**src/rtl/decode_stage_if.sv**
```systemverilog
// Fetch/writeback-to-execute bundle for the RV32I decode stage.
// The master side drives instruction/writeback inputs; the slave (decode_stage) drives *_exec.
interface decode_stage_if;
   logic [31:0] instr_decode;
   logic [31:0] pc_decode;
   logic [31:0] next_pc_decode;
   logic        stall_decode;
   logic        flush_decode;
   logic        wb_en;
   logic [4:0]  wb_rd;
   logic [31:0] wb_data;

   logic [31:0] pc_exec;
   logic [31:0] next_pc_exec;
   logic [31:0] imm_exec;
   logic [31:0] rd1_exec;
   logic [31:0] rd2_exec;
   logic [4:0]  rs1_exec;
   logic [4:0]  rs2_exec;
   logic [4:0]  rd_exec;
   logic [3:0]  alu_ctrl_exec;
   logic [2:0]  funct3_exec;
   logic [1:0]  result_src_exec;
   logic        alu_src_exec;
   logic        alu_a_pc_exec;
   logic        reg_write_exec;
   logic        mem_write_exec;
   logic        branch_exec;
   logic        jump_exec;
   logic        illegal_exec;

   modport master (
      output instr_decode, pc_decode, next_pc_decode, stall_decode, flush_decode,
             wb_en, wb_rd, wb_data,
      input  pc_exec, next_pc_exec, imm_exec, rd1_exec, rd2_exec, rs1_exec, rs2_exec,
             rd_exec, alu_ctrl_exec, funct3_exec, result_src_exec, alu_src_exec,
             alu_a_pc_exec, reg_write_exec, mem_write_exec, branch_exec, jump_exec,
             illegal_exec
   );

   modport slave (
      input  instr_decode, pc_decode, next_pc_decode, stall_decode, flush_decode,
             wb_en, wb_rd, wb_data,
      output pc_exec, next_pc_exec, imm_exec, rd1_exec, rd2_exec, rs1_exec, rs2_exec,
             rd_exec, alu_ctrl_exec, funct3_exec, result_src_exec, alu_src_exec,
             alu_a_pc_exec, reg_write_exec, mem_write_exec, branch_exec, jump_exec,
             illegal_exec
   );
endinterface

```
**src/rtl/decode_stage.sv**
```systemverilog
// RV32I decode stage: combinational decode + 32x32 register file feeding one execute register.
// Optional macro DECODE_WB_BYPASS_EN forwards same-cycle writeback data onto the read ports.
module decode_stage (
   input  logic          clk,
   input  logic          rst_n,
   decode_stage_if.slave dif
);

   localparam int DATA_W = 32;

   localparam logic [6:0] OP_R     = 7'b0110011;
   localparam logic [6:0] OP_IALU  = 7'b0010011;
   localparam logic [6:0] OP_LOAD  = 7'b0000011;
   localparam logic [6:0] OP_STORE = 7'b0100011;
   localparam logic [6:0] OP_BR    = 7'b1100011;
   localparam logic [6:0] OP_JAL   = 7'b1101111;
   localparam logic [6:0] OP_JALR  = 7'b1100111;
   localparam logic [6:0] OP_LUI   = 7'b0110111;
   localparam logic [6:0] OP_AUIPC = 7'b0010111;

   localparam logic [3:0] ALU_ADD  = 4'd0;
   localparam logic [3:0] ALU_SUB  = 4'd1;
   localparam logic [3:0] ALU_AND  = 4'd2;
   localparam logic [3:0] ALU_OR   = 4'd3;
   localparam logic [3:0] ALU_XOR  = 4'd4;
   localparam logic [3:0] ALU_SLT  = 4'd5;
   localparam logic [3:0] ALU_SLTU = 4'd6;
   localparam logic [3:0] ALU_SLL  = 4'd7;
   localparam logic [3:0] ALU_SRL  = 4'd8;
   localparam logic [3:0] ALU_SRA  = 4'd9;
   localparam logic [3:0] ALU_PASS = 4'd10;

   typedef struct packed {
      logic [DATA_W-1:0] pc;
      logic [DATA_W-1:0] next_pc;
      logic [DATA_W-1:0] imm;
      logic [DATA_W-1:0] rd1;
      logic [DATA_W-1:0] rd2;
      logic [4:0]        rs1;
      logic [4:0]        rs2;
      logic [4:0]        rd;
      logic [3:0]        alu_ctrl;
      logic [2:0]        funct3;
      logic [1:0]        result_src;
      logic              alu_src;
      logic              alu_a_pc;
      logic              reg_write;
      logic              mem_write;
      logic              branch;
      logic              jump;
      logic              illegal;
   } exec_t;

   function automatic logic signed [DATA_W-1:0] imm_i(input logic [31:0] ins);
      return {{20{ins[31]}}, ins[31:20]};
   endfunction

   function automatic logic signed [DATA_W-1:0] imm_s(input logic [31:0] ins);
      return {{20{ins[31]}}, ins[31:25], ins[11:7]};
   endfunction

   function automatic logic signed [DATA_W-1:0] imm_b(input logic [31:0] ins);
      return {{19{ins[31]}}, ins[31], ins[7], ins[30:25], ins[11:8], 1'b0};
   endfunction

   function automatic logic signed [DATA_W-1:0] imm_u(input logic [31:0] ins);
      return {ins[31:12], 12'b0};
   endfunction

   function automatic logic signed [DATA_W-1:0] imm_j(input logic [31:0] ins);
      return {{11{ins[31]}}, ins[31], ins[19:12], ins[20], ins[30:21], 1'b0};
   endfunction

   // funct7[5] selects SUB only for register-register ops; SRA for both R and I forms.
   function automatic logic [3:0] alu_from_f3(input logic [2:0] f3, input logic alt,
                                              input logic is_r);
      case (f3)
         3'b000:  return (is_r && alt) ? ALU_SUB : ALU_ADD;
         3'b001:  return ALU_SLL;
         3'b010:  return ALU_SLT;
         3'b011:  return ALU_SLTU;
         3'b100:  return ALU_XOR;
         3'b101:  return alt ? ALU_SRA : ALU_SRL;
         3'b110:  return ALU_OR;
         default: return ALU_AND;
      endcase
   endfunction

   logic [31:0] instr_p0;
   logic [6:0]  opcode_p0;
   logic [4:0]  rs1_p0;
   logic [4:0]  rs2_p0;
   logic [DATA_W-1:0] rd1_p0;
   logic [DATA_W-1:0] rd2_p0;
   logic        byp1_p0;
   logic        byp2_p0;
   logic [DATA_W-1:0] regs [32];
   exec_t       dec_p0;
   exec_t       exec_p1;

   assign instr_p0  = dif.instr_decode;
   assign opcode_p0 = instr_p0[6:0];
   assign rs1_p0    = instr_p0[19:15];
   assign rs2_p0    = instr_p0[24:20];

   // Register file; entry 0 is never written and reads are forced to zero anyway.
   always_ff @(posedge clk or negedge rst_n) begin
      if (!rst_n) begin
         for (int i = 0; i < 32; i++) regs[i] <= '0;
      end else if (dif.wb_en && (dif.wb_rd != 5'd0)) begin
         regs[dif.wb_rd] <= dif.wb_data;
      end
   end

`ifdef DECODE_WB_BYPASS_EN
   assign byp1_p0 = dif.wb_en && (dif.wb_rd == rs1_p0);
   assign byp2_p0 = dif.wb_en && (dif.wb_rd == rs2_p0);
`else
   assign byp1_p0 = 1'b0;
   assign byp2_p0 = 1'b0;
`endif

   assign rd1_p0 = (rs1_p0 == 5'd0) ? '0 : (byp1_p0 ? dif.wb_data : regs[rs1_p0]);
   assign rd2_p0 = (rs2_p0 == 5'd0) ? '0 : (byp2_p0 ? dif.wb_data : regs[rs2_p0]);

   always_comb begin
      dec_p0          = '0;
      dec_p0.pc       = dif.pc_decode;
      dec_p0.next_pc  = dif.next_pc_decode;
      dec_p0.rd1      = rd1_p0;
      dec_p0.rd2      = rd2_p0;
      dec_p0.rs1      = rs1_p0;
      dec_p0.rs2      = rs2_p0;
      dec_p0.rd       = instr_p0[11:7];
      dec_p0.funct3   = instr_p0[14:12];
      case (opcode_p0)
         OP_R: begin
            dec_p0.reg_write = 1'b1;
            dec_p0.alu_ctrl  = alu_from_f3(instr_p0[14:12], instr_p0[30], 1'b1);
         end
         OP_IALU: begin
            dec_p0.reg_write = 1'b1;
            dec_p0.alu_src   = 1'b1;
            dec_p0.imm       = imm_i(instr_p0);
            dec_p0.alu_ctrl  = alu_from_f3(instr_p0[14:12], instr_p0[30], 1'b0);
         end
         OP_LOAD: begin
            dec_p0.reg_write  = 1'b1;
            dec_p0.alu_src    = 1'b1;
            dec_p0.result_src = 2'b01;
            dec_p0.imm        = imm_i(instr_p0);
         end
         OP_STORE: begin
            dec_p0.mem_write = 1'b1;
            dec_p0.alu_src   = 1'b1;
            dec_p0.imm       = imm_s(instr_p0);
         end
         OP_BR: begin
            dec_p0.branch   = 1'b1;
            dec_p0.alu_ctrl = ALU_SUB;
            dec_p0.imm      = imm_b(instr_p0);
         end
         // JAL computes its target as PC + imm; JALR as rs1 + imm.
         OP_JAL: begin
            dec_p0.reg_write  = 1'b1;
            dec_p0.jump       = 1'b1;
            dec_p0.result_src = 2'b10;
            dec_p0.alu_src    = 1'b1;
            dec_p0.alu_a_pc   = 1'b1;
            dec_p0.imm        = imm_j(instr_p0);
         end
         OP_JALR: begin
            dec_p0.reg_write  = 1'b1;
            dec_p0.jump       = 1'b1;
            dec_p0.result_src = 2'b10;
            dec_p0.alu_src    = 1'b1;
            dec_p0.imm        = imm_i(instr_p0);
         end
         OP_LUI: begin
            dec_p0.reg_write = 1'b1;
            dec_p0.alu_src   = 1'b1;
            dec_p0.alu_ctrl  = ALU_PASS;
            dec_p0.imm       = imm_u(instr_p0);
         end
         OP_AUIPC: begin
            dec_p0.reg_write = 1'b1;
            dec_p0.alu_src   = 1'b1;
            dec_p0.alu_a_pc  = 1'b1;
            dec_p0.imm       = imm_u(instr_p0);
         end
         default: begin
            dec_p0.imm     = '0;
            dec_p0.illegal = 1'b1;
         end
      endcase
   end

   // ---- p0 -> p1: execute-side register (flush beats stall beats capture) ----
   always_ff @(posedge clk or negedge rst_n) begin
      if (!rst_n) begin
         exec_p1 <= '0;
      end else if (dif.flush_decode) begin
         exec_p1 <= '0;
      end else if (!dif.stall_decode) begin
         exec_p1 <= dec_p0;
      end
   end

   assign dif.pc_exec         = exec_p1.pc;
   assign dif.next_pc_exec    = exec_p1.next_pc;
   assign dif.imm_exec        = exec_p1.imm;
   assign dif.rd1_exec        = exec_p1.rd1;
   assign dif.rd2_exec        = exec_p1.rd2;
   assign dif.rs1_exec        = exec_p1.rs1;
   assign dif.rs2_exec        = exec_p1.rs2;
   assign dif.rd_exec         = exec_p1.rd;
   assign dif.alu_ctrl_exec   = exec_p1.alu_ctrl;
   assign dif.funct3_exec     = exec_p1.funct3;
   assign dif.result_src_exec = exec_p1.result_src;
   assign dif.alu_src_exec    = exec_p1.alu_src;
   assign dif.alu_a_pc_exec   = exec_p1.alu_a_pc;
   assign dif.reg_write_exec  = exec_p1.reg_write;
   assign dif.mem_write_exec  = exec_p1.mem_write;
   assign dif.branch_exec     = exec_p1.branch;
   assign dif.jump_exec       = exec_p1.jump;
   assign dif.illegal_exec    = exec_p1.illegal;

endmodule

```
**src/flat_wrapper.sv**
```systemverilog
// flat-port wrapper written by rule: the top's interface ports become plain ports
module decode_stage_flat 
  (clk, rst_n, dif_instr_decode, dif_pc_decode, dif_next_pc_decode, dif_stall_decode, dif_flush_decode, dif_wb_en, dif_wb_rd, dif_wb_data, dif_pc_exec, dif_next_pc_exec, dif_imm_exec, dif_rd1_exec, dif_rd2_exec, dif_rs1_exec, dif_rs2_exec, dif_rd_exec, dif_alu_ctrl_exec, dif_funct3_exec, dif_result_src_exec, dif_alu_src_exec, dif_alu_a_pc_exec, dif_reg_write_exec, dif_mem_write_exec, dif_branch_exec, dif_jump_exec, dif_illegal_exec);
  decode_stage_if dif_i ();
  input  logic clk;
  input  logic rst_n;
  input wire logic [$bits(dif_i.instr_decode)-1:0] dif_instr_decode;
  input wire logic [$bits(dif_i.pc_decode)-1:0] dif_pc_decode;
  input wire logic [$bits(dif_i.next_pc_decode)-1:0] dif_next_pc_decode;
  input wire logic [$bits(dif_i.stall_decode)-1:0] dif_stall_decode;
  input wire logic [$bits(dif_i.flush_decode)-1:0] dif_flush_decode;
  input wire logic [$bits(dif_i.wb_en)-1:0] dif_wb_en;
  input wire logic [$bits(dif_i.wb_rd)-1:0] dif_wb_rd;
  input wire logic [$bits(dif_i.wb_data)-1:0] dif_wb_data;
  output wire logic [$bits(dif_i.pc_exec)-1:0] dif_pc_exec;
  output wire logic [$bits(dif_i.next_pc_exec)-1:0] dif_next_pc_exec;
  output wire logic [$bits(dif_i.imm_exec)-1:0] dif_imm_exec;
  output wire logic [$bits(dif_i.rd1_exec)-1:0] dif_rd1_exec;
  output wire logic [$bits(dif_i.rd2_exec)-1:0] dif_rd2_exec;
  output wire logic [$bits(dif_i.rs1_exec)-1:0] dif_rs1_exec;
  output wire logic [$bits(dif_i.rs2_exec)-1:0] dif_rs2_exec;
  output wire logic [$bits(dif_i.rd_exec)-1:0] dif_rd_exec;
  output wire logic [$bits(dif_i.alu_ctrl_exec)-1:0] dif_alu_ctrl_exec;
  output wire logic [$bits(dif_i.funct3_exec)-1:0] dif_funct3_exec;
  output wire logic [$bits(dif_i.result_src_exec)-1:0] dif_result_src_exec;
  output wire logic [$bits(dif_i.alu_src_exec)-1:0] dif_alu_src_exec;
  output wire logic [$bits(dif_i.alu_a_pc_exec)-1:0] dif_alu_a_pc_exec;
  output wire logic [$bits(dif_i.reg_write_exec)-1:0] dif_reg_write_exec;
  output wire logic [$bits(dif_i.mem_write_exec)-1:0] dif_mem_write_exec;
  output wire logic [$bits(dif_i.branch_exec)-1:0] dif_branch_exec;
  output wire logic [$bits(dif_i.jump_exec)-1:0] dif_jump_exec;
  output wire logic [$bits(dif_i.illegal_exec)-1:0] dif_illegal_exec;
  assign dif_i.instr_decode = dif_instr_decode;
  assign dif_i.pc_decode = dif_pc_decode;
  assign dif_i.next_pc_decode = dif_next_pc_decode;
  assign dif_i.stall_decode = dif_stall_decode;
  assign dif_i.flush_decode = dif_flush_decode;
  assign dif_i.wb_en = dif_wb_en;
  assign dif_i.wb_rd = dif_wb_rd;
  assign dif_i.wb_data = dif_wb_data;
  assign dif_pc_exec = dif_i.pc_exec;
  assign dif_next_pc_exec = dif_i.next_pc_exec;
  assign dif_imm_exec = dif_i.imm_exec;
  assign dif_rd1_exec = dif_i.rd1_exec;
  assign dif_rd2_exec = dif_i.rd2_exec;
  assign dif_rs1_exec = dif_i.rs1_exec;
  assign dif_rs2_exec = dif_i.rs2_exec;
  assign dif_rd_exec = dif_i.rd_exec;
  assign dif_alu_ctrl_exec = dif_i.alu_ctrl_exec;
  assign dif_funct3_exec = dif_i.funct3_exec;
  assign dif_result_src_exec = dif_i.result_src_exec;
  assign dif_alu_src_exec = dif_i.alu_src_exec;
  assign dif_alu_a_pc_exec = dif_i.alu_a_pc_exec;
  assign dif_reg_write_exec = dif_i.reg_write_exec;
  assign dif_mem_write_exec = dif_i.mem_write_exec;
  assign dif_branch_exec = dif_i.branch_exec;
  assign dif_jump_exec = dif_i.jump_exec;
  assign dif_illegal_exec = dif_i.illegal_exec;
  decode_stage u_core (.clk(clk), .rst_n(rst_n), .dif(dif_i));
endmodule
```
**config.mk**
```make
export PLATFORM = sky130hd
export DESIGN_NAME = decode_stage_flat
export DESIGN_NICKNAME = d
export VERILOG_FILES = /design/src/rtl/decode_stage_if.sv /design/src/rtl/decode_stage.sv /design/src/flat_wrapper.sv
export SDC_FILE = /design/constraint.sdc
export NUM_CORES = 2
export LEC_CHECK = 0
export ABC_AREA = 0
export CAP_MARGIN = 20
export CORE_ASPECT_RATIO = 0.7
export CORE_MARGIN = 2
export CORE_UTILIZATION = 40
export DETAILED_ROUTE_END_ITERATION = 7
export SETUP_SLACK_MARGIN = 0.15
export SLEW_MARGIN = 15
export SYNTH_ARGS = -nofsm -noshare
export SYNTH_HDL_FRONTEND = slang
export SYNTH_SLANG_ARGS = --single-unit
```
**constraint.sdc**
```tcl
create_clock -name clk -period 4 [get_ports clk]
set_input_delay 0.8 -clock clk [delete_from_list [all_inputs] [get_ports clk]]
set_output_delay 0.8 -clock clk [all_outputs]
set_load 0.05 [all_outputs]
```
# Word-level counts from Yosys, hierarchy flattened
# Index checks and enable logic that the tools add are counted.
[word_totals]
regBits = 1215
input_bits = 138
output_inout_bits = 191
word_cells = 113
[op_classes]
n_lt_le_gt_ge = 4
eq_ne = 16
muxes = 27
bitwise = 3
reduce_logical = 13
[ops]
columns = ["operator", "count"]
rows = [
  ["1024-bit bitwise mux", 1],
  ["191-bit two-way mux", 2],
  ["32-bit binary-select mux with 5-bit select", 2],
  ["32-bit two-way mux", 7],
  ["32-bit demux with 5-bit select", 1],
  ["32-bit one-hot mux with 5 select lines", 1],
  ["4-bit one-hot mux with 7 select lines", 2],
  ["7-bit by 6-bit == test with 1-bit output, second input constant", 3],
  ["7-bit == test, second input constant", 3],
  ["6-bit greater-or-equal comparator, second input constant", 3],
  ["5-bit inverter with 6-bit output", 3],
  ["4-bit one-hot mux with 4 select lines", 1],
  ["7-bit by 5-bit == test with 1-bit output, second input constant", 2],
  ["7-bit OR reduction", 2],
  ["5-bit zero test", 2],
  ["3-bit == test, second input constant", 3],
  ["1-bit two-way mux", 9],
  ["9-bit OR reduction", 1],
  ["7-bit by 2-bit == test with 1-bit output, second input constant", 1],
  ["3-bit by 2-bit == test with 1-bit output, second input constant", 2],
  ["6-bit by 1-bit less-than comparator with 1-bit output, second input constant", 1],
  ["2-bit OR reduction", 3],
  ["5-bit nonzero test", 1],
  ["2-bit one-hot mux with 2 select lines", 1],
  ["5 further kinds", 6],
]

# Logic depth before layout (Yosys ltp)
[depth]
depth_word = 7
depth_mapped = 10
depth_no_buf = 5

# Worst setup path after synthesis
# No wires, ideal clock.
[synth_timing]
path_type = "input-to-reg"
from = "in dif_instr_decode[15]"
to = "reg u_core.exec_p1, in the netlist u_core.dif.rd1_exec[3]"
setup_time_ns = 0.121
t_arrival_ns = 2.302
required_ns = 3.879
slack_ns = 1.577
stages = 7
n_path_buf = 2
path_cell_list = "buf_4 buf_2 mux4_2 mux2_2 nand2_1 nand3_1 a22o_1"
[synth_via]
elab_chain_len = 7
elab_cells_between_ends = 8
cone_classes = "mux: 6; bitwise: 1; reduce/logical: 1"
[synth_lines]
columns = ["element", "line_no", "rtl"]
rows = [
  ["start, declared", "flat_wrapper.sv:7", "input wire logic [$bits(dif_i.instr_decode)-1:0] dif_instr_decode;"],
  ["5-bit inverter with 6-bit output (not written as such)", "decode_stage.sv:123", "assign rd1_p0 = (rs1_p0 == 5'd0) ? '0 : (byp1_p0 ? dif.wb_data : regs[rs1_p0]);"],
  ["32-bit binary-select mux with 5-bit select", "decode_stage.sv:123", ""],
  ["32-bit two-way mux (not written as such) (2 in series)", "decode_stage.sv:123", ""],
  ["32-bit two-way mux (*)", "decode_stage.sv:123", ""],
  ["191-bit two-way mux (*)", "decode_stage.sv:204", "end else if (!dif.stall_decode) begin"],
  ["191-bit two-way mux (*)", "decode_stage.sv:202", "end else if (dif.flush_decode) begin"],
  ["end signal, assigned", "decode_stage.sv:205", "exec_p1 <= dec_p0;"],
  ["end, declared", "decode_stage.sv:99", "exec_t exec_p1;"],
]
# Every way passes the cells marked *; elsewhere a longest branch is shown, timed or not. The select of a mux whose other input is x is not followed.
# A chain may end at the register's enable or synchronous reset.

# Worst setup path after layout
[layout_timing]
from = "reg u_core.exec_p1, in the netlist u_core.dif.rd1_exec[17]"
to = "out dif_rd1_exec[17]"
[layout_rtl]
columns = ["element", "line_no", "rtl"]
rows = [
  ["end, declared", "flat_wrapper.sv:18", "output wire logic [$bits(dif_i.rd1_exec)-1:0] dif_rd1_exec;"],
]
# No word-level cell between the ends.

==> key figures <==
Status
  • Status: finished clean

Routing
  • Pre-antenna DRT Iters: 5
  • Drt initial violations: 3926
  • Antenna Nets Post-Route: 0
  • Per-cell routed wire length: 30.0 µm
  • Vias: 43252
  • DRC: 0
  • Detailed-route vias per instance: 6.02
  • Drt total wl: 215000 µm

Logic synthesis
  • Synth Register Bits: 1215
  • Cell area after synthesis: 0.0628 mm²
  • Ys async rst share: 1.00
  • Dominant synthesized flop cell: dfrtp_1
  • Yosys top cell area share: 0.484
  • Post-Syn Nets: 4928
  • Synth cell count leaders: dfrtp_1, mux2_2, mux2i_1, a22oi_1, clkbuf_1
  • Syn Area/Cell: 13.1 µm²
  • Post-synth EDFFs: 0
  • Yosys synthesis warning count: 0
  • Post-synthesis sequential area ratio: 0.484
  • Post-Syn Instances: 4790
  • Top-count cell post-synth: dfrtp_1
  • Distinct cells, synth: 46
  • Top post-synthesis cells by area: dfrtp_1, mux2_2, mux2i_1
  • Largest area contributor in the netlist: dfrtp_1

Clocking
  • Clock Pin Slew Worst Setup and Hold Paths: 0.06 ns
  • TritonCTS Buffers: 134
  • Clock Path Buffers: 3
  • Post-CTS setup buffer count: 0
  • CTS root buf: clkbuf_16
  • CTS sink count: 1215
  • Clk Latency, worst-skew pair: 0.80 ns
  • CTS HTree Levels: 4
  • CTS tree: done

STA
  • Crit path time final: 3.11 ns
  • RSZ-0062 raised after global routing: false
  • Fin Clk Skew: 0.0196 ns
  • F_max: 0.322 GHz
  • Max Slew Vio Count: 0
  • Final hold viol count: 0
  • Period utilization: 0.777
  • Slew margin rel.: 0.262
  • Sum Neg Setup Slack: 0 ns
  • Measured slew at the worst slew-check pin: 1.10 ns
  • Setup Viol. Count Final: 0

Worst setup path
  • CP Max Fanout: 2
  • Reg2Reg Setup Slack: 2.15 ns
  • Setup crit end kind: primary output
  • Reg2reg start: u_core.regs[77]
  • Critical path launch point type: register
  • Critical path's slowest cell: clkdlybuf4s50_1
  • Worst Setup SP: u_core.dif.rd1_exec[17]
  • CP cell instances: clkdlybuf4s50_1
  • Critical Path Max Stage Delay: 1.02 ns
  • CP top delay family: buffers and inverters
  • CP Data Required Time: 3.20 ns
  • Setup Crit Path Kind: reg2out
  • Worst EP arrival: 2.31 ns
  • Crit path buf inv count: 1

Floorplan
  • Row cnt: 121
  • Die Width: 478 µm
  • Die Span Y: 335 µm
  • Initial Util: 0.403
  • # IOs: 329
  • Core Area: 0.156 mm²
  • Die Area: 0.160 mm²

Run
  • Max_cap viols: 0

GRT
  • Total gr overflow: 0
  • Total Routing Usage GR: 0.266
  • Number of antenna violations at the first check in global routing: 12
  • Vias in the first global route: 43637
  • Largest net degree at the start of global routing: 155
  • First-pass GRT wire length: 315000 µm

Place
  • Hpwl dp: 131000 µm
  • Post-Place Cells: 6920
  • # port buffers: 328
  • Area after DPL: 0.0691 mm²
  • Routability cong.: 0.826

Final layout
  • Synthesis-to-finish area growth: 17.7%
  • FF/Latch Area: 0.0304 mm²
  • Fin area: 0.0739 mm²
  • Layout cells sized above 1: 0.342
  • # fillers: 13907
  • Area of the multi-input gates: 0.0303 mm²
  • Fin cells: 7182
  • Nets: 5120

Power and ir drop
  • Static Leakage: 0.0334 µW
  • Power Dens Cells: 486 mW/mm²
  • Maximum VDD drop: 0.356 mV
  • Total power: 35900 µW

Min path
  • Min-Delay Path Class: reg2reg
  • Startpoint of the worst hold path: u_core.regs[1017]
[through the flow]
stage	hold WS, ns	util	setup slack (ns)
finish	0.394	0.475	0.891
global route	0.408	0.475	0.862
CTS	0.397	0.474	0.812
detailed placement	0.382	0.444	0.628
global placement	0.377	0.444	0.654
floorplan	0.441	-	1.58
[worst register-to-register path, stage by stage (launching register included)]
cell	delay, ns
dfrtp_1	0.40
mux2i_1	0.23
a22oi_1	0.13
nand3_1	0.17
nand4_1	0.43
a22o_1	0.36
[cells in the final DEF (no fill, tap or decap), types with 35 or more instances in the layout]
master and n:
a21oi_1 75, a221oi_1 51, a22o_1 70, a22oi_1 279, buf_12 68, buf_4 156, clkbuf_16 138, clkbuf_8 35
clkdlybuf4s50_1 310, dfrtp_1 1215, mux2_2 1028, mux2i_1 773, mux4_2 192, nand2_1 184, nand3_1 162, nor2_1 96
[cells by family (layout without fill, tap and decap cells)]
family | count (synthesis) | count (layout) | share of synthesized area
muxes | 2005 | 2005 | 0.379
DFF | 1215 | 1215 | 0.484
and+or+nand+nor | 537 | 537 | 0.0387
AOI/OAI and AO/OA | 518 | 518 | 0.0603
buffers and inverters | 514 | 812 | 0.0381
xor gates and xnor gates | 1 | 1 | 0.000140
other | 0 | 3 | 0
[report_power, final]
| part | switching (µW) | internal [µW] |
|---|---|---|
| logic | 3310 | 3690 |
| clock network | 5320 | 7700 |
| registers | 1560 | 14400 |
[registers in the layout (all words and copies together) (netlist names), 3 cells and up]
name	cells
u_core.regs	1024
u_core.dif.imm_exec	32
u_core.dif.next_pc_exec	32
u_core.dif.pc_exec	32
u_core.dif.rd1_exec	32
u_core.dif.rd2_exec	32
u_core.dif.rd_exec	5
u_core.dif.rs1_exec	5
u_core.dif.rs2_exec	5
u_core.dif.alu_ctrl_exec	4
u_core.dif.funct3_exec	3
[final timing paths]
kind                                           endpoint  depth (start not counted)
worst max-delay path                   dif_rd1_exec[17]                          1
worst min-delay path                  u_core.regs[1017]                          0
worst max register to register  u_core.dif.rd1_exec[13]                          5
worst min register to register        u_core.regs[1017]                          0
max in group asynchronous              u_core.regs[818]                          4
min in group asynchronous              u_core.regs[322]                          2
[layer usage]
layer  vias to the layer above  GRT usage  wire (µm)
li1                      18277          -          -
met1                     23026      0.380      96300
met2                      1559      0.405      97400
met3                       380     0.0503      14500
met4                        10     0.0918       7270
met5                         -          0         67
[area by class of cell]
class	count	area share
Sequential cell	1215	0.411
Inverter	6	0.000305
Multi-Input combinational cell	3061	0.410
Clock buffer	201	0.0547
Antenna cell	3	0.000102
Clock inverter	41	0.00748
Timing Repair Buffer	564	0.0811
Tap cell	2091	0.0354
[repair_timing]
item	in CTS	in global routing
resized for setup	0	0
hold buffers	1	0
hold endpoints to repair	11	0
endpoints found under the setup margin	0	0
Power figures use the tool's default switching activity.
